File: config.mk
export PLATFORM = sky130hd
export DESIGN_NAME = axi_grid_mni
export DESIGN_NICKNAME = d
export VERILOG_FILES = /design/src/rtl/axi_default_param_pkg.sv /design/src/rtl/axi_grid_mni_txn_table.sv /design/src/rtl/axi_grid_mni.sv
export SDC_FILE = /design/constraint.sdc
export NUM_CORES = 1
export LEC_CHECK = 0
export ABC_AREA = 1
export CELL_PAD_IN_SITES_DETAIL_PLACEMENT = 1
export CELL_PAD_IN_SITES_GLOBAL_PLACEMENT = 2
export CORE_ASPECT_RATIO = 0.9
export CORE_MARGIN = 2
export CORE_UTILIZATION = 24
export CTS_CLUSTER_SIZE = 30
export DETAILED_ROUTE_END_ITERATION = 8
export GPL_TIMING_DRIVEN = 0
export PLACE_DENSITY = 0.91
export SYNTH_ARGS = -nofsm -noshare
export SYNTH_HDL_FRONTEND = slang
export SYNTH_SLANG_ARGS = --single-unit
File: constraint.sdc
create_clock -name clk_i -period 4.6 [get_ports clk_i]
set_input_delay 0.92 -clock clk_i [delete_from_list [all_inputs] [get_ports clk_i]]
set_output_delay 0.92 -clock clk_i [all_outputs]
set_load 0.005 [all_outputs]
File: src/rtl/axi_default_param_pkg.sv
// Default AXI and grid-flit types shared by the grid SNI/MNI pair.
// Latency: n/a (types, widths and shared enums only).
// Backpressure: n/a.
package axi_default_param_pkg;

   localparam int ID_W      = 4;
   localparam int ADDR_W    = 32;
   localparam int DATA_W    = 32;
   localparam int STRB_W    = DATA_W / 8;
   localparam int GRID_ID_W = 4;

   typedef logic [ID_W-1:0]      id_t;
   typedef logic [GRID_ID_W-1:0] grid_id_t;

   typedef struct packed {
      id_t               id;
      logic [ADDR_W-1:0] addr;
      logic [7:0]        len;
      logic [2:0]        size;
      logic [1:0]        burst;
   } aw_chan_t;

   typedef aw_chan_t ar_chan_t;

   typedef struct packed {
      logic [DATA_W-1:0] data;
      logic [STRB_W-1:0] strb;
      logic              last;
   } w_chan_t;

   typedef struct packed {
      id_t        id;
      logic [1:0] resp;
   } b_chan_t;

   typedef struct packed {
      id_t               id;
      logic [DATA_W-1:0] data;
      logic [1:0]        resp;
      logic              last;
   } r_chan_t;

   typedef struct packed {
      aw_chan_t aw;
      logic     aw_valid;
      w_chan_t  w;
      logic     w_valid;
      logic     b_ready;
      ar_chan_t ar;
      logic     ar_valid;
      logic     r_ready;
   } mni_req_t;

   typedef struct packed {
      logic    aw_ready;
      logic    ar_ready;
      logic    w_ready;
      b_chan_t b;
      logic    b_valid;
      r_chan_t r;
      logic    r_valid;
   } mni_resp_t;

   // Grid flits: routing header followed by the AXI payload.
   typedef struct packed { grid_id_t src; grid_id_t dst; aw_chan_t payload; } grid_aw_chan_t;
   typedef struct packed { grid_id_t src; grid_id_t dst; w_chan_t  payload; } grid_w_chan_t;
   typedef struct packed { grid_id_t src; grid_id_t dst; b_chan_t  payload; } grid_b_chan_t;
   typedef struct packed { grid_id_t src; grid_id_t dst; ar_chan_t payload; } grid_ar_chan_t;
   typedef struct packed { grid_id_t src; grid_id_t dst; r_chan_t  payload; } grid_r_chan_t;

   // One outstanding transaction: who sent it and with which AXI ID.
   typedef struct packed {
      grid_id_t src;
      id_t      id;
   } txn_entry_t;

   typedef enum logic {
      W_IDLE = 1'b0,
      W_DATA = 1'b1
   } w_state_e;

endpackage

File: src/rtl/axi_grid_mni_txn_table.sv
// Outstanding-transaction table: slot index doubles as the local AXI ID.
// Latency: alloc/free take effect at the next edge; lookup is combinational.
// Backpressure: alloc_gnt_o low when every slot is valid; it never depends on alloc_req_i.
// Ports: alloc_req_i/alloc_entry_i -> alloc_gnt_o/alloc_idx_o (lowest free slot),
//        lookup_id_i -> lookup_entry_o/lookup_valid_o, free_i/free_idx_i clears a slot.
module axi_grid_mni_txn_table
   import axi_default_param_pkg::*;
#(
   parameter int  DEPTH   = 8,
   parameter type entry_t = txn_entry_t,
   localparam int IDX_W   = (DEPTH > 1) ? $clog2(DEPTH) : 1
) (
   input  logic             clk_i,
   input  logic             srst_i,
   input  logic             alloc_req_i,
   input  entry_t           alloc_entry_i,
   output logic             alloc_gnt_o,
   output logic [IDX_W-1:0] alloc_idx_o,
   input  id_t              lookup_id_i,
   output entry_t           lookup_entry_o,
   output logic             lookup_valid_o,
   input  logic             free_i,
   input  logic [IDX_W-1:0] free_idx_i
);

   logic [DEPTH-1:0] valid_q;
   entry_t           entry_q [DEPTH];
   logic [IDX_W-1:0] lookup_idx;

   // Priority encode from the top down so the lowest free slot wins.
   always_comb begin
      alloc_gnt_o = ~&valid_q;
      alloc_idx_o = '0;
      for (int i = DEPTH - 1; i >= 0; i--) begin
         if (!valid_q[i]) alloc_idx_o = IDX_W'(i);
      end
   end

   // IDs beyond the table depth can never be valid.
   assign lookup_idx     = lookup_id_i[IDX_W-1:0];
   assign lookup_valid_o = (int'(lookup_id_i) < DEPTH) && valid_q[lookup_idx];
   assign lookup_entry_o = entry_q[lookup_idx];

   // A freed slot is always valid and an allocated slot always free, so the
   // two writes below never target the same index.
   always_ff @(posedge clk_i) begin
      if (srst_i) begin
         valid_q <= '0;
      end else begin
         if (free_i) valid_q[free_idx_i] <= 1'b0;
         if (alloc_req_i && alloc_gnt_o) begin
            valid_q[alloc_idx_o] <= 1'b1;
            entry_q[alloc_idx_o] <= alloc_entry_i;
         end
      end
   end

endmodule

File: src/rtl/axi_grid_mni.sv
// Grid manager NI: grid AW/W/AR flits -> local AXI with remapped IDs, B/R back to origin.
// Latency: zero-cycle both directions; only tables, write FSM and w_src_q hold state.
// Backpressure: grid readies follow subordinate readies, gated by table space and write-source lock.
// Ports: clk_i/srst_i; req_o/resp_i to the subordinate; grid_{aw,w,ar}_i in, grid_{b,r}_o out,
//        each with valid/ready; err_o pulses on a response to an unused ID.
module axi_grid_mni #(
   parameter type req_t          = axi_default_param_pkg::mni_req_t,
   parameter type resp_t         = axi_default_param_pkg::mni_resp_t,
   parameter type grid_id_t      = axi_default_param_pkg::grid_id_t,
   parameter type grid_aw_chan_t = axi_default_param_pkg::grid_aw_chan_t,
   parameter type grid_w_chan_t  = axi_default_param_pkg::grid_w_chan_t,
   parameter type grid_b_chan_t  = axi_default_param_pkg::grid_b_chan_t,
   parameter type grid_ar_chan_t = axi_default_param_pkg::grid_ar_chan_t,
   parameter type grid_r_chan_t  = axi_default_param_pkg::grid_r_chan_t,
   parameter grid_id_t NI_ID     = '0,
   parameter int  MAX_W_TXN      = 8,
   parameter int  MAX_R_TXN      = 8
) (
   input  logic          clk_i,
   input  logic          srst_i,
   output req_t          req_o,
   input  resp_t         resp_i,
   input  grid_aw_chan_t grid_aw_i,
   input  logic          grid_aw_valid_i,
   output logic          grid_aw_ready_o,
   input  grid_w_chan_t  grid_w_i,
   input  logic          grid_w_valid_i,
   output logic          grid_w_ready_o,
   input  grid_ar_chan_t grid_ar_i,
   input  logic          grid_ar_valid_i,
   output logic          grid_ar_ready_o,
   output grid_b_chan_t  grid_b_o,
   output logic          grid_b_valid_o,
   input  logic          grid_b_ready_i,
   output grid_r_chan_t  grid_r_o,
   output logic          grid_r_valid_o,
   input  logic          grid_r_ready_i,
   output logic          err_o
);

   import axi_default_param_pkg::*;

   localparam int WIDX_W = (MAX_W_TXN > 1) ? $clog2(MAX_W_TXN) : 1;
   localparam int RIDX_W = (MAX_R_TXN > 1) ? $clog2(MAX_R_TXN) : 1;

   w_state_e          state_q, state_d;
   grid_id_t          w_src_q;
   logic              aw_open, w_open, ar_open;
   logic              aw_hs, w_hs, ar_hs;
   logic              w_gnt, r_gnt;
   logic [WIDX_W-1:0] w_idx;
   logic [RIDX_W-1:0] r_idx;
   txn_entry_t        b_ent, r_ent;
   logic              b_hit, r_hit;
   logic              b_free, r_free;

   axi_grid_mni_txn_table #(.DEPTH(MAX_W_TXN), .entry_t(txn_entry_t)) u_w_table (
      .clk_i          (clk_i),
      .srst_i         (srst_i),
      .alloc_req_i    (aw_hs),
      .alloc_entry_i  (txn_entry_t'{src: grid_aw_i.src, id: grid_aw_i.payload.id}),
      .alloc_gnt_o    (w_gnt),
      .alloc_idx_o    (w_idx),
      .lookup_id_i    (resp_i.b.id),
      .lookup_entry_o (b_ent),
      .lookup_valid_o (b_hit),
      .free_i         (b_free),
      .free_idx_i     (resp_i.b.id[WIDX_W-1:0])
   );

   axi_grid_mni_txn_table #(.DEPTH(MAX_R_TXN), .entry_t(txn_entry_t)) u_r_table (
      .clk_i          (clk_i),
      .srst_i         (srst_i),
      .alloc_req_i    (ar_hs),
      .alloc_entry_i  (txn_entry_t'{src: grid_ar_i.src, id: grid_ar_i.payload.id}),
      .alloc_gnt_o    (r_gnt),
      .alloc_idx_o    (r_idx),
      .lookup_id_i    (resp_i.r.id),
      .lookup_entry_o (r_ent),
      .lookup_valid_o (r_hit),
      .free_i         (r_free),
      .free_idx_i     (resp_i.r.id[RIDX_W-1:0])
   );

   // Write FSM: state register.
   always_ff @(posedge clk_i) begin
      if (srst_i) begin
         state_q <= W_IDLE;
         w_src_q <= '0;
      end else begin
         state_q <= state_d;
         if (aw_hs) w_src_q <= grid_aw_i.src;
      end
   end

   // Write FSM: next state.
   always_comb begin
      state_d = state_q;
      case (state_q)
         W_IDLE:  if (aw_hs) state_d = W_DATA;
         W_DATA:  if (w_hs && grid_w_i.payload.last) state_d = W_IDLE;
         default: state_d = W_IDLE;
      endcase
   end

   // Write FSM: outputs. W is only open to the source that owns the current burst,
   // so interleaved data from other nodes waits at the grid.
   always_comb begin
      aw_open = !srst_i && (state_q == W_IDLE) && w_gnt;
      w_open  = !srst_i && (state_q == W_DATA) && (grid_w_i.src == w_src_q);
   end

   assign ar_open = !srst_i && r_gnt;
   assign aw_hs   = grid_aw_valid_i && grid_aw_ready_o;
   assign w_hs    = grid_w_valid_i && grid_w_ready_o;
   assign ar_hs   = grid_ar_valid_i && grid_ar_ready_o;
   assign b_free  = grid_b_valid_o && grid_b_ready_i;
   assign r_free  = grid_r_valid_o && grid_r_ready_i && resp_i.r.last;

   // Channel muxing. Responses to unknown IDs are sunk (ready forced high).
   always_comb begin
      req_o             = '0;
      req_o.aw          = grid_aw_i.payload;
      req_o.aw.id       = ID_W'(w_idx);
      req_o.aw_valid    = aw_open && grid_aw_valid_i;
      grid_aw_ready_o   = aw_open && resp_i.aw_ready;

      req_o.w           = grid_w_i.payload;
      req_o.w_valid     = w_open && grid_w_valid_i;
      grid_w_ready_o    = w_open && resp_i.w_ready;

      req_o.ar          = grid_ar_i.payload;
      req_o.ar.id       = ID_W'(r_idx);
      req_o.ar_valid    = ar_open && grid_ar_valid_i;
      grid_ar_ready_o   = ar_open && resp_i.ar_ready;

      grid_b_o            = '0;
      grid_b_o.src        = NI_ID;
      grid_b_o.dst        = b_ent.src;
      grid_b_o.payload    = resp_i.b;
      grid_b_o.payload.id = b_ent.id;
      grid_b_valid_o      = !srst_i && resp_i.b_valid && b_hit;
      req_o.b_ready       = !srst_i && (b_hit ? grid_b_ready_i : 1'b1);

      grid_r_o            = '0;
      grid_r_o.src        = NI_ID;
      grid_r_o.dst        = r_ent.src;
      grid_r_o.payload    = resp_i.r;
      grid_r_o.payload.id = r_ent.id;
      grid_r_valid_o      = !srst_i && resp_i.r_valid && r_hit;
      req_o.r_ready       = !srst_i && (r_hit ? grid_r_ready_i : 1'b1);

      err_o = !srst_i && ((resp_i.b_valid && !b_hit) || (resp_i.r_valid && !r_hit));
   end

endmodule

Yosys cells after proc, flatten, opt, wreduce, memory -nomap -nowiden
Memory sizes are Yosys's and may differ from the RTL's.
Cells that the tools add are included.
Word-level totals
  register bits: 21
  output and inout port bits: 207
  bits in writable memories: 128
  input port bits: 216
  memories kept: 2
  logic and storage cells: 112
Memories
  u_r_table.entry_q: depth 8, bits a word 8, rd ports 1, clocked after memory_dff 0, write ports 1, RTL line axi_grid_mni_txn_table.sv:27  | entry_t entry_q [DEPTH];
  u_w_table.entry_q: depth 8, bits a word 8, rd ports 1, clocked after memory_dff 0, write ports 1, RTL line axi_grid_mni_txn_table.sv:27
Operators by class
  reduce and logical (&&, ||, !) cells: 43
  order comparisons: 10
  eq/ne operators: 1
  mux-type cells: 45
  bitwise gates (word level): 7
Operator list (number)
  $mux 3: 16
  $mux 8: 6
  $logic_and 1x1->1: 35
  $and 8x8->8: 2
  $lt 3x4->1 const B: 4
  $mux 1: 16
  $not 8->8: 2
  $or 8x8->8: 2
  $reduce_and 8->1: 2
  $demux 1 s3: 4
  $ge 3x1->1 const B: 4
  $lt 4x4->1 const B: 2
  $bmux 1 s3: 2
  $logic_not 1->1: 5
  $eq 4x4->1: 1
  $pmux 1 s2: 1
  $logic_or 1x1->1: 1
  $not 1->1: 1

Depth between registers and ports, before layout
  word-level depth: 14
  depth in mapped cells: 11

By module
From an unflattened synthesis, not the netlist that was laid out.
Second synthesis, totals
  cells, all modules: 850
  area, all modules: 7912.6 µm²
By module, submodules not included
  axi_grid_mni_txn_table (u_w_table): times used 1, seq. area each 2082.0 µm², area each 3093.0 µm², cells an instance 301
  axi_grid_mni_txn_table (u_r_table): times used 1, seq. area each 2082.0 µm², area each 3076.7 µm², cells an instance 297
  axi_grid_mni: times used 1, seq. area each 100.1 µm², area each 1742.9 µm², cells an instance 252

Worst setup path before layout
Ideal clock, no wire load.
  kind: input -> output
  start point: input port resp_i[36] (netlist name)
  end point: output port err_o
  slack: 1965 ps
  stages on the path: 7
  required time: 3680 ps
  arrival time: 1715 ps
  cells stage by stage: buf_4 -> nand2_1 -> nand3_1 -> nand2_1 -> nor2_2 -> nor2_4 -> o31ai_1
Between the ends
  cells in the longest elaborated chain, start to end: 7
  elaborated cells between the ends (all ways): 8
  classes of those cells: order compare (1); mux (2); reduce/logical (5)
Ends and longest elaborated chain
  start, declared: RTL line axi_grid_mni.sv:22  | input resp_t resp_i,
  $bmux 1 s3: RTL line axi_grid_mni_txn_table.sv:41  | assign lookup_valid_o = (int'(lookup_id_i) < DEPTH) && valid_q[lookup_idx];
  $mux 1 (implied by the code): RTL line axi_grid_mni_txn_table.sv:41
  $logic_and 1x1->1 (*): RTL line axi_grid_mni_txn_table.sv:41
  $logic_not 1->1 (*): RTL line axi_grid_mni.sv:153  | err_o = !srst_i && ((resp_i.b_valid && !b_hit) || (resp_i.r_valid && !r_hit));
  $logic_and 1x1->1 (*): RTL line axi_grid_mni.sv:153
  $logic_or 1x1->1 (*): RTL line axi_grid_mni.sv:153
  $logic_and 1x1->1 (*): RTL line axi_grid_mni.sv:153
  end, declared: RTL line axi_grid_mni.sv:38  | output logic err_o
Mark *: on every way between the ends. The rest lies on a longest branch, timed or not. The select of a mux whose other input is x is not followed.

Worst setup path after layout
Same ends and word-level chain as after synthesis.

==> results.json <==
{
  "synth-seq-cells": 149,
  "power.leakage_nw": 4.52,
  "grt_pass1_vias": 6454,
  "reg2reg_to": "u_w_table.entry_q[6][4]$_DFFE_PP_",
  "synth_edf_count": 128,
  "slew_headroom": 0.404,
  "r2r-start": "u_w_table.valid_q[1]$_SDFF_PP0_",
  "portBuffers": 237,
  "fin_setup_tns_ns": 0,
  "cp-startpoint": "resp_i[36]",
  "avgSynthCellArea_um2": 10.4,
  "die_x_um": 192,
  "grt_pass1_wl_mm": 39.0,
  "die-area_um2": 33300,
  "cp_num_buf_inv": 3,
  "grt_overflow_total": 0,
  "slew_viol_final": 0,
  "routed_via_density": 4.27,
  "drtPass1Iterations": 5,
  "critical_path.max_stage_delay_ns": 0.61,
  "worstSkewPairLatency_ns": 0.42,
  "post_cts_buffers": 0,
  "vdd_drop_max_v": 0.000298,
  "clkSinkCount": 149,
  "cp-endpoint": "err_o",
  "start_util": 0.245,
  "power_density_nw_per_um2": 302,
  "synthArstFlopShare": 0,
  "cts_resized": 0,
  "hp-class": "reg2reg",
  "vias": 6064,
  "post-route-period-util": 0.910,
  "core-area_um2": 31100,
  "layout_common_cells": "clkdlybuf4s50_1, buf_4, edfxtp_1",
  "rrSetupSlack_ns": 2.51,
  "root_buffer": "clkbuf_16",
  "total_power_w": 0.00337,
  "grt_max_degree": 19,
  "status": "complete, no violations",
  "start_kind": "input port",
  "final.min_clock_period_ns": 4.19,
  "fmaxAchievable_ghz": 0.239,
  "hold_buffers": 0,
  "worst_pin_slew_ns": 0.890,
  "fin_nets": 1212,
  "totalWireLength_mm": 26.9,
  "io_pins": 423,
  "finalSetupViolCount": 0,
  "synth_ff_type": "edfxtp_1",
  "final_common_cell": "clkdlybuf4s50_1",
  "synthToLayoutAreaGrowth_pct": 46.2,
  "cts_inserted_buffers": 17,
  "place_congestion": 0.821,
  "netlist_area_um2": 7630,
  "rows": 61,
  "critPathTopFamily": "buffers and inverters",
  "wl_per_cell_um": 19.0,
  "path_class": "in2out",
  "layout-drive-gt1-share": 0.239,
  "rsz0062_at_grt": "no",
  "drtAntennaViolNets": 0,
  "cts_max_path_buffers": 2,
  "arrival_ns": 3.27,
  "antenna_found_initial": 4,
  "cp_cell_sequence": "clkdlybuf4s50_1, buf_4, nand2_1, nand3_1, nand2_1, nor2_2, nor2_4, o31ai_1, clkdlybuf4s50_1",
  "slowest_stage": "clkdlybuf4s50_1",
  "ys_seq_area_frac": 0.559,
  "worstSetupPathDepth": 9,
  "htreeDepth": 4,
  "hpwl_mm": 21.2,
  "fin_worst_skew_ns": 0.00917,
  "synth_cell_types": 43,
  "max_cap_viol_count": 0,
  "crit_fanout": 10,
  "drc": 0,
  "crit_required_ns": 3.68,
  "fp.dieH_um": 173,
  "cp-end-kind": "output pin",
  "cts_tree": "built",
  "grtUsageTotal": 0.158,
  "finalHoldViolCount": 0,
  "syn_inst": 731,
  "drt_iter0_drc": 299,
  "rr_worst_depth": 9,
  "clkSlewWorstSetupHoldPaths_ns": 0.06,
  "yosysWarnings": 0
}
-- cells in the mapped netlist, types with 2 or more instances --
cell type	n	area [um2]
o21ai_0	13	65.1
nand2_1	126	473
nand2_2	7	43.8
inv_1	84	315
dfxtp_1	21	420
o2111a_1	2	22.5
o2bb2ai_1	8	70.1
a21oi_1	16	80.1
o21ai_2	2	17.5
inv_2	5	18.8
a221oi_1	14	123
o31ai_1	2	15.0
nor2_2	3	18.8
nor2_4	3	33.8
nor2_1	32	120
nand3_1	15	75.1
a22oi_1	16	120
xnor2_1	3	26.3
buf_6	2	22.5
clkbuf_1	2	7.51
nor3_1	5	25.0
clkinv_1	2	7.51
nor3_2	2	20.0
edfxtp_1	128	3840
o21ai_1	6	30.0
nand4_1	19	119
a22o_1	3	26.3
buf_4	175	1310
-- cells by family after synthesis --
group,share of synthesized area
AO/OA/AOI/OAI,0.0805
XOR/XNOR,0.00344
buffers and inverters,0.223
flip-flops,0.559
other,0.000491
AND/OR/NAND/NOR,0.134
-- stage by stage --
stage	instances	cell area (um2)	setup slack, ns	utilization	hold WS (ns)
floorplan	740	7670	1.97	-	0.445
global placement	1386	10600	0.391	0.339	0.461
detailed placement	1386	10600	0.444	0.339	0.480
CTS	1418	11200	0.428	0.358	0.487
global route	1421	11200	0.258	0.358	0.523
finish	1421	11200	0.412	0.358	0.488
-- layer usage --
metal  GRT usage  vias up  part of all wire
li1            -     2817                 -
met1       0.181     2948              0.38
met2       0.278      257              0.52
met3      0.0353       40             0.077
met4      0.0712        2             0.025
met5           0        -           0.00045
-- report_power, final --
group,switching (W),internal [W],total [W]
Combinational,0.000193,0.000309,0.000502
Clock,0.000650,0.000736,0.00139
Sequential,0.00000467,0.00147,0.00148
-- state kept, by name, summed over array words and instances (netlist names) --
| register | flops |
|---|---|
| state_q | 1 |
| u_r_table.entry_q | 64 |
| u_r_table.valid_q | 8 |
| u_w_table.entry_q | 64 |
| u_w_table.valid_q | 8 |
| w_src_q | 4 |
-- worst min path at each step --
stage,start,endpoint,slack (ns),cells past startpoint
final,w_src_q[0]$_SDFFE_PP0P_,w_src_q[0]$_SDFFE_PP0P_,0.49,2
after global routing,w_src_q[1]$_SDFFE_PP0P_,w_src_q[1]$_SDFFE_PP0P_,0.52,2
after CTS,w_src_q[0]$_SDFFE_PP0P_,w_src_q[0]$_SDFFE_PP0P_,0.49,2
after detailed placement,w_src_q[0]$_SDFFE_PP0P_,w_src_q[0]$_SDFFE_PP0P_,0.48,2
after global placement,w_src_q[0]$_SDFFE_PP0P_,w_src_q[0]$_SDFFE_PP0P_,0.46,2
after floorplan,w_src_q[0]$_SDFFE_PP0P_,w_src_q[0]$_SDFFE_PP0P_,0.44,2
-- cell type report --
cell class | count | area [um2]
plain buffers | 179 | 1340
inverters | 93 | 357
diodes | 3 | 7.51
fillers | 3522 | 20000
clock inverters | 15 | 174
clock buffers | 17 | 425
repair buffers | 237 | 2370
flip-flops and latches | 149 | 4260
well taps | 409 | 512
multi-input cells | 319 | 1700
-- tightest hold or removal path, cell delays in order (launching register included) --
cell and delay [ns]:
dfxtp_1 0.31, inv_1 0.07, a21oi_1 0.06
Note: power is estimated with default switching activity, not from simulation.
